==> config.mk <==
export PLATFORM = sky130hd
export DESIGN_NAME = fetch_stage_flat
export DESIGN_NICKNAME = d
export VERILOG_FILES = /design/src/rtl/fetch_pkg.sv /design/src/rtl/fetch_if.sv /design/src/rtl/fetch_skid_buffer.sv /design/src/rtl/fetch_stage.sv /design/src/flat_wrapper.sv
export SDC_FILE = /design/constraint.sdc
export NUM_CORES = 1
export LEC_CHECK = 0
export BUFFER_PORTS_ARGS = -buffer_cell sky130_fd_sc_hd__buf_2
export CORE_MARGIN = 3
export CORE_UTILIZATION = 51
export DETAILED_ROUTE_END_ITERATION = 10
export PLACE_DENSITY = 0.77
export SKIP_LAST_GASP = 1
export SLEW_MARGIN = 20
export SYNTH_ARGS = -nofsm -noshare
export SYNTH_HDL_FRONTEND = slang
export SYNTH_HIERARCHICAL = 1
export SYNTH_SLANG_ARGS = --single-unit
==> constraint.sdc <==
create_clock -name Clk -period 2.3 [get_ports Clk]
set_clock_uncertainty 0.15 [all_clocks]
set_input_delay 0.46 -clock Clk [delete_from_list [all_inputs] [get_ports Clk]]
set_output_delay 0.46 -clock Clk [all_outputs]
set_load 0.1 [all_outputs]
==> src/rtl/fetch_pkg.sv <==
`default_nettype none
// ============================================================================
// fetch_pkg
// Shared types and constants for the instruction-fetch stage.
// Revision: 1.0
// ============================================================================
package fetch_pkg;

    typedef enum logic [1:0] {
        IDLE  = 2'd0,
        FETCH = 2'd1,
        HOLD  = 2'd2,
        DRAIN = 2'd3
    } fetch_state_t;

    localparam int INSTR_BYTES = 4;
    // Opcode slice, shared with the control decoder.
    localparam int OPC_HI      = 31;
    localparam int OPC_LO      = 21;

endpackage
`default_nettype wire

==> src/rtl/fetch_if.sv <==
`default_nettype none
// ============================================================================
// fetch_if
// Instruction-memory, hazard/redirect and IF/ID signals of the fetch stage.
// Revision: 1.0
// ============================================================================
interface fetch_if #(
    parameter int PC_W    = 64,
    parameter int INSTR_W = 32
);
    import fetch_pkg::*;

    logic                     IMemReq;
    logic [PC_W-1:0]          IMemAddr;
    logic                     IMemAck;
    logic [INSTR_W-1:0]       IMemData;
    logic                     Stall;
    logic                     Redirect;
    logic [PC_W-1:0]          RedirectPC;
    logic                     IFID_Valid;
    logic [PC_W-1:0]          IFID_PC;
    logic [INSTR_W-1:0]       IFID_Instr;
    logic [OPC_HI-OPC_LO:0]   IFID_OPCode;

    modport master (
        output IMemReq, IMemAddr, IFID_Valid, IFID_PC, IFID_Instr, IFID_OPCode,
        input  IMemAck, IMemData, Stall, Redirect, RedirectPC
    );

    modport slave (
        input  IMemReq, IMemAddr, IFID_Valid, IFID_PC, IFID_Instr, IFID_OPCode,
        output IMemAck, IMemData, Stall, Redirect, RedirectPC
    );

endinterface
`default_nettype wire

==> src/rtl/fetch_skid_buffer.sv <==
`default_nettype none
// ============================================================================
// fetch_skid_buffer
// One-entry {PC, Instr} holding register used while IF/ID is stalled.
// Revision: 1.0
// ============================================================================
module fetch_skid_buffer #(
    parameter int PC_W    = 64,
    parameter int INSTR_W = 32
) (
    input  wire logic               Clk,
    input  wire logic               ResetN,
    input  wire logic               i_load,
    input  wire logic               i_unload,
    input  wire logic               i_flush,
    input  wire logic [PC_W-1:0]    i_pc,
    input  wire logic [INSTR_W-1:0] i_instr,
    output logic                    o_full,
    output logic [PC_W-1:0]         o_pc,
    output logic [INSTR_W-1:0]      o_instr
);

    logic               r_full;
    logic [PC_W-1:0]    r_pc;
    logic [INSTR_W-1:0] r_instr;

    always_ff @(posedge Clk or negedge ResetN) begin
        if (!ResetN) begin
            r_full  <= 1'b0;
            r_pc    <= '0;
            r_instr <= '0;
        end else if (i_flush) begin
            r_full  <= 1'b0;
        end else if (i_load) begin
            r_full  <= 1'b1;
            r_pc    <= i_pc;
            r_instr <= i_instr;
        end else if (i_unload) begin
            r_full  <= 1'b0;
        end
    end

    assign o_full  = r_full;
    assign o_pc    = r_pc;
    assign o_instr = r_instr;

endmodule
`default_nettype wire

==> src/rtl/fetch_stage.sv <==
`default_nettype none
// ============================================================================
// fetch_stage
// PC, instruction-memory request FSM and IF/ID pipeline register.
// Revision: 1.0
// ============================================================================
module fetch_stage
    import fetch_pkg::*;
#(
    parameter int              PC_W     = 64,
    parameter int              INSTR_W  = 32,
    parameter logic [PC_W-1:0] RESET_PC = '0
) (
    input  wire logic Clk,
    input  wire logic ResetN,
    fetch_if.master   bus
);

    fetch_state_t        r_state, w_state_nxt;
    logic [PC_W-1:0]     r_pc, w_pc_nxt, r_drain_addr;
    logic                r_ifid_valid;
    logic [PC_W-1:0]     r_ifid_pc;
    logic [INSTR_W-1:0]  r_ifid_instr;
    logic [OPC_HI-OPC_LO:0] r_ifid_opc;

    logic w_req, w_can_accept;
    logic w_ifid_fetch, w_ifid_skid, w_ifid_bubble, w_ifid_flush;
    logic w_skid_load, w_skid_unload, w_skid_flush, w_drain_capture;
    logic w_skid_full;
    logic [PC_W-1:0]    w_skid_pc;
    logic [INSTR_W-1:0] w_skid_instr;
    logic w_unused_ok;

    assign w_req        = (r_state == FETCH) || (r_state == DRAIN);
    assign w_can_accept = !bus.Stall || !r_ifid_valid;
    assign w_unused_ok  = &{1'b0, bus.RedirectPC[1:0], w_skid_full};

    always_ff @(posedge Clk or negedge ResetN) begin
        if (!ResetN) begin
            r_state <= IDLE;
        end else begin
            r_state <= w_state_nxt;
        end
    end

    always_comb begin
        w_state_nxt     = r_state;
        w_pc_nxt        = r_pc;
        w_ifid_fetch    = 1'b0;
        w_ifid_skid     = 1'b0;
        w_ifid_bubble   = 1'b0;
        w_ifid_flush    = 1'b0;
        w_skid_load     = 1'b0;
        w_skid_unload   = 1'b0;
        w_skid_flush    = 1'b0;
        w_drain_capture = 1'b0;
        if (bus.Redirect) begin
            w_ifid_flush = 1'b1;
            w_skid_flush = 1'b1;
            w_pc_nxt     = {bus.RedirectPC[PC_W-1:2], 2'b00};
            // An unanswered request must still be consumed before refetching.
            if (w_req && !bus.IMemAck) begin
                w_state_nxt     = DRAIN;
                w_drain_capture = (r_state != DRAIN);
            end else begin
                w_state_nxt = FETCH;
            end
        end else begin
            w_ifid_bubble = !bus.Stall;
            case (r_state)
                IDLE: w_state_nxt = FETCH;
                FETCH: begin
                    if (bus.IMemAck) begin
                        w_pc_nxt = r_pc + PC_W'(INSTR_BYTES);
                        if (w_can_accept) begin
                            w_ifid_fetch = 1'b1;
                        end else begin
                            w_skid_load = 1'b1;
                            w_state_nxt = HOLD;
                        end
                    end
                end
                HOLD: begin
                    if (!bus.Stall) begin
                        w_ifid_skid   = 1'b1;
                        w_skid_unload = 1'b1;
                        w_state_nxt   = FETCH;
                    end
                end
                DRAIN: begin
                    if (bus.IMemAck) begin
                        w_state_nxt = FETCH;
                    end
                end
                default: w_state_nxt = IDLE;
            endcase
        end
    end

    always_ff @(posedge Clk or negedge ResetN) begin
        if (!ResetN) begin
            r_pc         <= RESET_PC;
            r_drain_addr <= RESET_PC;
            r_ifid_valid <= 1'b0;
            r_ifid_pc    <= '0;
            r_ifid_instr <= '0;
            r_ifid_opc   <= '0;
        end else begin
            r_pc <= w_pc_nxt;
            if (w_drain_capture) begin
                r_drain_addr <= r_pc;
            end
            if (w_ifid_flush) begin
                r_ifid_valid <= 1'b0;
            end else if (w_ifid_fetch) begin
                r_ifid_valid <= 1'b1;
                r_ifid_pc    <= r_pc;
                r_ifid_instr <= bus.IMemData;
                r_ifid_opc   <= bus.IMemData[OPC_HI:OPC_LO];
            end else if (w_ifid_skid) begin
                r_ifid_valid <= 1'b1;
                r_ifid_pc    <= w_skid_pc;
                r_ifid_instr <= w_skid_instr;
                r_ifid_opc   <= w_skid_instr[OPC_HI:OPC_LO];
            end else if (w_ifid_bubble) begin
                r_ifid_valid <= 1'b0;
            end
        end
    end

    fetch_skid_buffer #(
        .PC_W    (PC_W),
        .INSTR_W (INSTR_W)
    ) u_skid (
        .Clk      (Clk),
        .ResetN   (ResetN),
        .i_load   (w_skid_load),
        .i_unload (w_skid_unload),
        .i_flush  (w_skid_flush),
        .i_pc     (r_pc),
        .i_instr  (bus.IMemData),
        .o_full   (w_skid_full),
        .o_pc     (w_skid_pc),
        .o_instr  (w_skid_instr)
    );

    assign bus.IMemReq     = w_req;
    assign bus.IMemAddr    = (r_state == DRAIN) ? r_drain_addr : r_pc;
    assign bus.IFID_Valid  = r_ifid_valid;
    assign bus.IFID_PC     = r_ifid_pc;
    assign bus.IFID_Instr  = r_ifid_instr;
    assign bus.IFID_OPCode = r_ifid_opc;

endmodule
`default_nettype wire

==> src/flat_wrapper.sv <==
// flat-port wrapper written by rule: the top's interface ports become plain ports
module fetch_stage_flat import fetch_pkg::*;
#(
    parameter int              PC_W     = 64,
    parameter int              INSTR_W  = 32,
    parameter logic [PC_W-1:0] RESET_PC = '0
)
  (Clk, ResetN, bus_IMemReq, bus_IMemAddr, bus_IFID_Valid, bus_IFID_PC, bus_IFID_Instr, bus_IFID_OPCode, bus_IMemAck, bus_IMemData, bus_Stall, bus_Redirect, bus_RedirectPC);
  fetch_if #(.PC_W(PC_W), .INSTR_W(INSTR_W)) bus_i ();
  input  wire logic Clk;
  input  wire logic ResetN;
  output wire logic [$bits(bus_i.IMemReq)-1:0] bus_IMemReq;
  output wire logic [$bits(bus_i.IMemAddr)-1:0] bus_IMemAddr;
  output wire logic [$bits(bus_i.IFID_Valid)-1:0] bus_IFID_Valid;
  output wire logic [$bits(bus_i.IFID_PC)-1:0] bus_IFID_PC;
  output wire logic [$bits(bus_i.IFID_Instr)-1:0] bus_IFID_Instr;
  output wire logic [$bits(bus_i.IFID_OPCode)-1:0] bus_IFID_OPCode;
  input wire logic [$bits(bus_i.IMemAck)-1:0] bus_IMemAck;
  input wire logic [$bits(bus_i.IMemData)-1:0] bus_IMemData;
  input wire logic [$bits(bus_i.Stall)-1:0] bus_Stall;
  input wire logic [$bits(bus_i.Redirect)-1:0] bus_Redirect;
  input wire logic [$bits(bus_i.RedirectPC)-1:0] bus_RedirectPC;
  assign bus_IMemReq = bus_i.IMemReq;
  assign bus_IMemAddr = bus_i.IMemAddr;
  assign bus_IFID_Valid = bus_i.IFID_Valid;
  assign bus_IFID_PC = bus_i.IFID_PC;
  assign bus_IFID_Instr = bus_i.IFID_Instr;
  assign bus_IFID_OPCode = bus_i.IFID_OPCode;
  assign bus_i.IMemAck = bus_IMemAck;
  assign bus_i.IMemData = bus_IMemData;
  assign bus_i.Stall = bus_Stall;
  assign bus_i.Redirect = bus_Redirect;
  assign bus_i.RedirectPC = bus_RedirectPC;
  fetch_stage #(.PC_W(PC_W), .INSTR_W(INSTR_W), .RESET_PC(RESET_PC)) u_core (.Clk(Clk), .ResetN(ResetN), .bus(bus_i));
endmodule
==> metrics.txt, run 1 <==
failing checks=negative setup slack; crit path time final=2598 ps; Layout Cells excl Fill=2124; worst skew pair latency=~520 ps; class of the worst hold path=in -> reg; largest fanout on the critical path=5; Critical Path Source=u_core/r_state[0]$_DFFE_PN0P_; Worst-path clk slew=60 ps; R2R Path Start=u_core/r_state[0]$_DFFE_PN0P_; CP bufs+invs=5; Vias=around 13000; Clock Path Buffers=3; Layout Nets=1816; Starting DRT DRC Count=roughly 1200; Power Dens Cells=999.7 nW/um^2; Clk pwr share=between 20% and 30%; die area=31700 sq um; WP data required=1690 ps; dpl ws=-196.7 ps; post-route setup slack=-298.0 ps; Post-Syn Area=15100 sq um; hold path start=bus_RedirectPC[8]; placed cells=1966; Slew HR=about half; Final Hold Vio Count=0; Worst path top cell family by delay=buffers and inverters; status=finished with violations; drt total wl=49960 microns; LEAKAGE=between 9 and 10 nW; core box area=between 20000 and 30000 sq um; Die W=around 180 microns; Crit path largest cell delay=400 ps; CP cell instances=buf_6 -> nand2_8 -> buf_12 -> buf_12 -> buf_16 -> mux2_4 -> buf_12; synthesized area per cell=around 12 sq um; total iterations of the first detailed-routing run=5; Synth Warn #=6; slowest CP cell=dfrtp_1; Comb power frac=41.5%; post-synthesis cell count=1303; Setup violations, final=295; # DRC=0; post-route ant nets=0; row count=62; overall power=22.01 mW; GRT Overall Usage=26.01%; max-cap viol count=0; Internal Power=12.62 mW; RSZ-0062 raised after global routing=true; TritonCTS clock tree=done; IO Count=274; layout cells sized above 1=47.93%; commonest non-fill, non-tap cells in the layout=318 x dfrtp_1, 206 x buf_2, 122 x nor2_1, 116 x mux2_4, 114 x buf_4; gp weighted congestion=0.8926; H-Tree Depth=2; Area after DPL=between 15000 and 20000 sq um; pin count of the biggest net entering global routing=83; P&R area growth vs syn=45.82%; Worst-Margin Slew=748.9 ps; final global-route overflow total=0; crit path DAT=1990 ps; Avg Vias per Cell=5.930; fin area=22010 sq um; CP Launch Type=flop; first-pass GRT wire length=65300 microns; sequential power share=between 30% and 40%; crit end category=primary output; Max VDD drop=0.001007 V; fmax=0.3849 GHz; Die Span Y=between 150 and 200 microns; initial antenna violation count=5; hpwl dp=27380 microns; vias in the first global route=roughly 12000; # clock sinks=319; NetSw=approximately 9.4 mW; clk root buf=clkbuf_16; Slew Limit Fails=0; IO Port Bufs=approximately 270; WL/cell=roughly 24 microns; cell mode on critical path=buf_12; cts bufs inserted=35; post-layout utilization of the core=76.08%; commonest non-fill, non-tap cell in the layout=dfrtp_1; Setup Crit Path Kind=reg -> out; initial core utilization=between 50% and 60%; Sw Share=42.67%; Tcrit/Tclk final=113.0%
registers in the layout, summed over array words and instances, names as in the netlist:
register	count
u_core/u_skid/o_instr	32
u_core/u_skid/o_pc	64
u_core/bus.IFID_PC	64
u_core/bus.IFID_Valid	1
u_core/r_pc	62
u_core/bus.IFID_Instr	32
u_core/r_state	2
u_core/r_drain_addr	62
power by group through the flow:
stage                     sequential [mW]  clock, mW  combinational, mW
after floorplan                      10.1          0               3.60
after global placement               7.26          0               8.50
after detailed placement             7.34          0               8.60
after CTS                            7.27       5.58               8.87
after global routing                 7.44       5.84               9.41
final                                7.34       5.54               9.13
worst paths after layout:
check                                                     endpoint  slack (ps)  cells after the start
max in group asynchronous       u_core/bus.IFID_PC[32]$_DFFE_PN0P_         980                      3
worst min register to register   u_core/bus.IFID_PC[0]$_DFFE_PN0P_         350                      2
worst max register to register         u_core/r_pc[53]$_DFFE_PN0N_        -300                     10
worst max-delay path                              bus_IMemAddr[54]        -300                      7
min in group asynchronous       u_core/bus.IFID_PC[57]$_DFFE_PN0P_         280                      2
worst min-delay path                    u_core/r_pc[8]$_DFFE_PN0N_          30                      3
tightest hold or removal path: cells and delay by family:
family	cells	cell delay (ps)
buffers and inverters	1	80
AND/OR/NAND/NOR	1	40
AO/OA/AOI/OAI	1	60
cell type report:
class	instances	area [sq um]
Clock buffer	55	1062
Clock inverter	6	70.07
Inverter	8	30.03
Antenna cell	2	5.005
Timing Repair Buffer	486	4997
Tap cell	384	480.5
Multi-Input combinational cell	864	7386
Sequential cell	319	7984
Fill cell	1669	6920
stage by stage:
step,hold WS (ps),setup TNS [ps]
2_1_floorplan,14.41,-1641
3_3_place_gp,219.7,-931.3
3_5_place_dp,223.7,-1923
4_1_cts,1.578,-22370
5_1_grt,23.95,-68120
6_report,25.08,-49760
metal layers:
metal  wire length (microns)  vias to the layer above  track usage, %
met5                      32                        -               0
met4                    2145                        6           9.130
met3                    3878                      172           5.321
met2                   24670                      647           42.88
met1                   19230                     6338           34.31
li1                        -                     5432               -
timing repair:
action	4_1_cts	5_1_grt
gates cloned	5	27
gates resized for setup	94	168
hold buffers	5	0
pin swaps	25	99
endpoints found under the hold margin	38	0
endpoints found under the setup margin	79	284
buffers inserted	27	38
(Power assumes the default switching activity.)
==> run 2: changes to the inputs <==
--- a/config.mk
+++ b/config.mk
@@ -16,3 +16,4 @@
 export SYNTH_HDL_FRONTEND = slang
 export SYNTH_HIERARCHICAL = 1
 export SYNTH_SLANG_ARGS = --single-unit
+export TNS_END_PERCENT = 30
==> metrics.txt, run 2 (synthesis results as in run 1) <==
WP data required=~2600 ps; die area=~32000 sq um; worst skew pair latency=between 500 and 600 ps; pin count of the biggest net entering global routing=84; # DRC=0; vias in the first global route=11770; Final Hold Vio Count=0; Worst-Margin Slew=735.1 ps; first-pass GRT wire length=63910 microns; Comb power frac=approximately 40%; Layout Nets=roughly 1700; max-cap viol count=0; Avg Vias per Cell=5.696; hpwl dp=26540 microns; commonest non-fill, non-tap cells in the layout=319 x dfrtp_1, 206 x buf_2, 137 x mux2_2, 123 x nor2_1, 102 x buf_4; Setup Crit Path Kind=reg -> reg; row count=62; RSZ-0062 raised after global routing=true; Clock Path Buffers=3; Area after DPL=between 15000 and 20000 sq um; status=finished with violations; drt total wl=42180 microns; R2R Path Start=u_core/r_state[1]$_DFFE_PN0P_; crit end category=flop; dpl ws=-305.4 ps; clk root buf=clkbuf_16; # clock sinks=319; Die W=between 150 and 200 microns; TritonCTS clock tree=done; gp weighted congestion=0.8438; Crit path largest cell delay=670 ps; Vias=11660; GRT Overall Usage=25.29%; final setup TNS=-19460 ps; Power Dens Cells=1066 nW/um^2; crit path time final=2622 ps; initial core utilization=52.18%; IO Count=274; CP Launch Type=flop; cts bufs inserted=34; post-route ant nets=0; core box area=28940 sq um; Die Span Y=178.1 microns; crit path DAT=around 2900 ps; Internal Power=12.57 mW; Worst-path clk slew=60 ps; CP cell instances=buf_6 -> and4b_1 -> nand4_1 -> or4_4 -> or4_1 -> a31oi_1; placed cells=slightly below 2000; post-route setup slack=-321.6 ps; Tcrit/Tclk final=114.0%; initial antenna violation count=2; NetSw=9.147 mW; fmax=0.3814 GHz; Clk pwr share=around a quarter; total iterations of the first detailed-routing run=5; P&R area growth vs syn=34.92%; fin area=between 20000 and 25000 sq um; slowest CP cell=or4_4; Slew HR=50.99%; largest fanout on the critical path=6; commonest non-fill, non-tap cell in the layout=dfrtp_1; Layout Cells excl Fill=2047; Max VDD drop=around 0.00094 V; ant diodes=0; overall power=21.71 mW; layout cells sized above 1=42.81%; hold path start=bus_RedirectPC[27]; H-Tree Depth=2; Starting DRT DRC Count=836; final global-route overflow total=0; failing checks=negative setup slack; Sw Share=42.13%; LEAKAGE=approximately 9 nW; class of the worst hold path=in -> reg; Critical Path Source=u_core/r_state[1]$_DFFE_PN0P_; Slew Limit Fails=0; filler cell count=1978; sequential power share=33.6%; IO Port Bufs=269; WL/cell=20.60 microns; Setup violations, final=84
-- run 2: cell count changes in the layout (fill, tap and decap cells not counted), moves of 11 or more --
cell / delta
buf_4: -12
buf_6: -23
clkbuf_16: -19
mux2_2: +32
mux2_4: -32
nor4_1: +12
o21ai_0: +12
o21ai_1: -11
-- run 2: final cells by class --
type                       count  area [sq um]  area share [%]
timing repair buffer         413          3913           19.21
inverter                       8         30.03          0.1474
clock inverter                 9         97.59          0.4791
clock buffer                  50          1035           5.080
tap                          384         480.5           2.359
multi-input combinational    864          6830           33.53
sequential                   319          7983           39.19
-- run 2: metal layers --
metal,part of all wire (%),global-route usage (%)
met1,42,34.81
met2,49,41.74
met3,6.3,3.895
met4,2.7,7.363
met5,0.081,0
-- run 2: power groups by stage --
stage          clock network [mW]  logic [mW]  registers [mW]
2_1_floorplan                   0        3.60            10.1
3_3_place_gp                    0        8.46            7.28
3_5_place_dp                    0        8.57            7.36
4_1_cts                      5.62        8.80            7.28
5_1_grt                      5.83        9.19            7.41
6_report                     5.52        8.88            7.31
-- run 2: worst max-delay path, delay by kind of cell, from the launching register on --
family / cells / cell delay (ps)
AND/OR/NAND/NOR: 4 / 1670
buffers and inverters: 1 / 130
AO/OA/AOI/OAI: 1 / 170
flip-flops: 1 / 410
-- run 2: final timing paths --
kind | depth (start not counted) | to | slack (ps)
min in group asynchronous | 2 | u_core/u_skid/o_pc[52]$_DFFE_PN0P_ | 300
setup / recovery | 6 | u_core/r_pc[52]$_DFFE_PN0N_ | -320
hold reg to reg | 2 | u_core/bus.IFID_PC[1]$_DFFE_PN0P_ | 360
setup reg to reg | 6 | u_core/r_pc[52]$_DFFE_PN0N_ | -320
hold / removal | 3 | u_core/r_pc[27]$_DFFE_PN0N_ | 30
max in group asynchronous | 4 | u_core/r_drain_addr[29]$_DFFE_PN0P_ | 970
-- run 2: timing repair --
action / 4_1_cts / 5_1_grt
pin swaps: 6 / 9
endpoints found under the setup margin: 85 / 107
cloned: 8 / 3
resized for setup: 42 / 38
hold buffers: 1 / 0
setup buffers: 12 / 4
endpoints found under the hold margin: 36 / 0
-- run 2: metrics by stage --
step                util [%]  hold WS (ps)
finish                 70.39         32.13
detailed placement     63.90         225.2
global route           70.39         33.38
global placement       63.90         228.7
floorplan                  -         14.41
CTS                    69.52         16.66
==> run 3: changes to the inputs <==
--- a/config.mk
+++ b/config.mk
@@ -6,6 +6,7 @@
 export NUM_CORES = 1
 export LEC_CHECK = 0
 export BUFFER_PORTS_ARGS = -buffer_cell sky130_fd_sc_hd__buf_2
+export CORE_ASPECT_RATIO = 1.1
 export CORE_MARGIN = 3
 export CORE_UTILIZATION = 51
 export DETAILED_ROUTE_END_ITERATION = 10
==> metrics.txt, run 3 (synthesis results as in run 1) <==
H-Tree Depth=2; placed cells=1952; slowest CP cell=dfrtp_1; IO Count=about 270; commonest non-fill, non-tap cells in the layout=319 x dfrtp_1, 207 x buf_2, 127 x mux2_2, 123 x nor2_1, 110 x buf_4; crit end category=primary output; Final Hold Vio Count=0; Clk pwr share=about a quarter; Comb power frac=40.8%; WL/cell=20.13 microns; post-route ant nets=0; Min Hold Slack=38.12 ps; class of the worst hold path=in -> reg; commonest non-fill, non-tap cell in the layout=dfrtp_1; Clock Path Buffers=3; ant diodes=0; Worst path top cell family by delay=buffers and inverters; Layout Nets=about 1700; final setup TNS=-17860 ps; GRT Overall Usage=25.54%; Internal Power=12.54 mW; initial antenna violation count=3; TritonCTS clock tree=done; layout cells sized above 1=between 40% and 50%; WP data required=1690 ps; die area=31700 sq um; dpl ws=-234.2 ps; post-layout utilization of the core=69.95%; Vias=11680; Starting DRT DRC Count=799; first-pass GRT wire length=65450 microns; Slew HR=64.65%; hpwl dp=roughly 27000 microns; CP bufs+invs=5; Setup Crit Path Kind=reg -> out; LEAKAGE=about 9 nW; failing checks=negative setup slack; post-route setup slack=-316.3 ps; max-cap viol count=0; worst skew pair latency=500 ps; P&R area growth vs syn=34.15%; Slew Limit Fails=0; clk root buf=clkbuf_16; crit path DAT=~2000 ps; fin area=20250 sq um; gp weighted congestion=0.8547; fmax=0.3822 GHz; largest fanout on the critical path=7; initial core utilization=a little over half; Max VDD drop=between 0.0009 and 0.001 V; drt total wl=41000 microns; pin count of the biggest net entering global routing=64; Setup violations, final=86; Power Dens Cells=1071 nW/um^2; Crit path largest cell delay=between 300 and 400 ps; core box area=between 20000 and 30000 sq um; Layout Cells excl Fill=2037; overall power=21.69 mW; cts bufs inserted=35; vias in the first global route=12050; total iterations of the first detailed-routing run=7; row count=65; cell mode on critical path=buf_12; Die W=170.0 microns; Avg Vias per Cell=5.732; # clock sinks=between 300 and 400; NetSw=~9.2 mW; RSZ-0062 raised after global routing=true; Area after DPL=18530 sq um; IO Port Bufs=269; crit path time final=roughly 2600 ps; CP Launch Type=flop; sequential power share=33.6%; Die Span Y=186.5 microns; Worst-path clk slew=around 60 ps; status=finished with violations; # DRC=0; CP cell instances=buf_6 -> nand2_8 -> buf_12 -> buf_12 -> buf_16 -> mux2_4 -> buf_12; Sw Share=a little over two fifths; Worst-Margin Slew=530.3 ps; final global-route overflow total=0; Tcrit/Tclk final=113.8%
==> run 3: cell types whose count changed in the layout (fill, tap and decap cells not counted), moves of 3 or more <==
cell / change
mux2_2: -10
mux2_4: +10
buf_4: +8
clkbuf_8: -5
clkinv_2: +5
clkinvlp_4: +3
==> run 3: power by group through the flow <==
stage | clock (mW) | sequential (mW) | combinational [mW]
floorplan | 0 | 10.1 | 3.60
global placement | 0 | 7.28 | 8.46
detailed placement | 0 | 7.35 | 8.58
CTS | 5.67 | 7.28 | 8.85
global route | 5.92 | 7.41 | 9.16
finish | 5.56 | 7.29 | 8.85
==> run 3: timing repair <==
item,CTS,global route
endpoints found under the setup margin,85,104
resized for setup,65,6
setup buffers,9,6
pin swaps,1,12
hold buffers,1,0
gates cloned,6,1
endpoints found under the hold margin,42,0
==> run 3: path summary, 6_finish.rpt <==
check | from | cells past startpoint | slack [ps] | endpoint
min | bus_RedirectPC[33] | 2 | 40 | u_core/r_pc[33]$_DFFE_PN0N_
max reg2reg | u_core/r_pc[2]$_DFFE_PN0N_ | 8 | -250 | u_core/r_pc[56]$_DFFE_PN0N_
min in group asynchronous | ResetN | 2 | 320 | u_core/u_skid/o_pc[30]$_DFFE_PN0P_
max in group asynchronous | ResetN | 4 | 860 | u_core/bus.IFID_Instr[8]$_DFFE_PN0P_
min reg2reg | u_core/u_skid/o_pc[0]$_DFFE_PN0P_ | 2 | 330 | u_core/bus.IFID_PC[0]$_DFFE_PN0P_
max | u_core/r_state[0]$_DFFE_PN0P_ | 7 | -320 | bus_IMemAddr[39]
==> run 3: cell type report <==
| cell class | instances | area, sq um |
|---|---|---|
| multi-input combinational | 863 | 6788 |
| inverter | 8 | 30.03 |
| clock buffer | 44 | 962.2 |
| sequential | 319 | 7983 |
| fill | 1960 | 8700 |
| tap | 368 | 460.4 |
| timing repair buffer | 416 | 3846 |
| clock inverter | 19 | 183.9 |
==> run 3: metal layers <==
| layer | GRT usage, % | share of wire [%] | vias to the layer above |
|---|---|---|---|
| li1 | - | - | 5280 |
| met4 | 8.084 | 2.9 | 6 |
| met5 | 0 | 0.10 | - |
| met2 | 43.47 | 51 | 449 |
| met1 | 33.29 | 40 | 5855 |
| met3 | 4.428 | 5.9 | 86 |
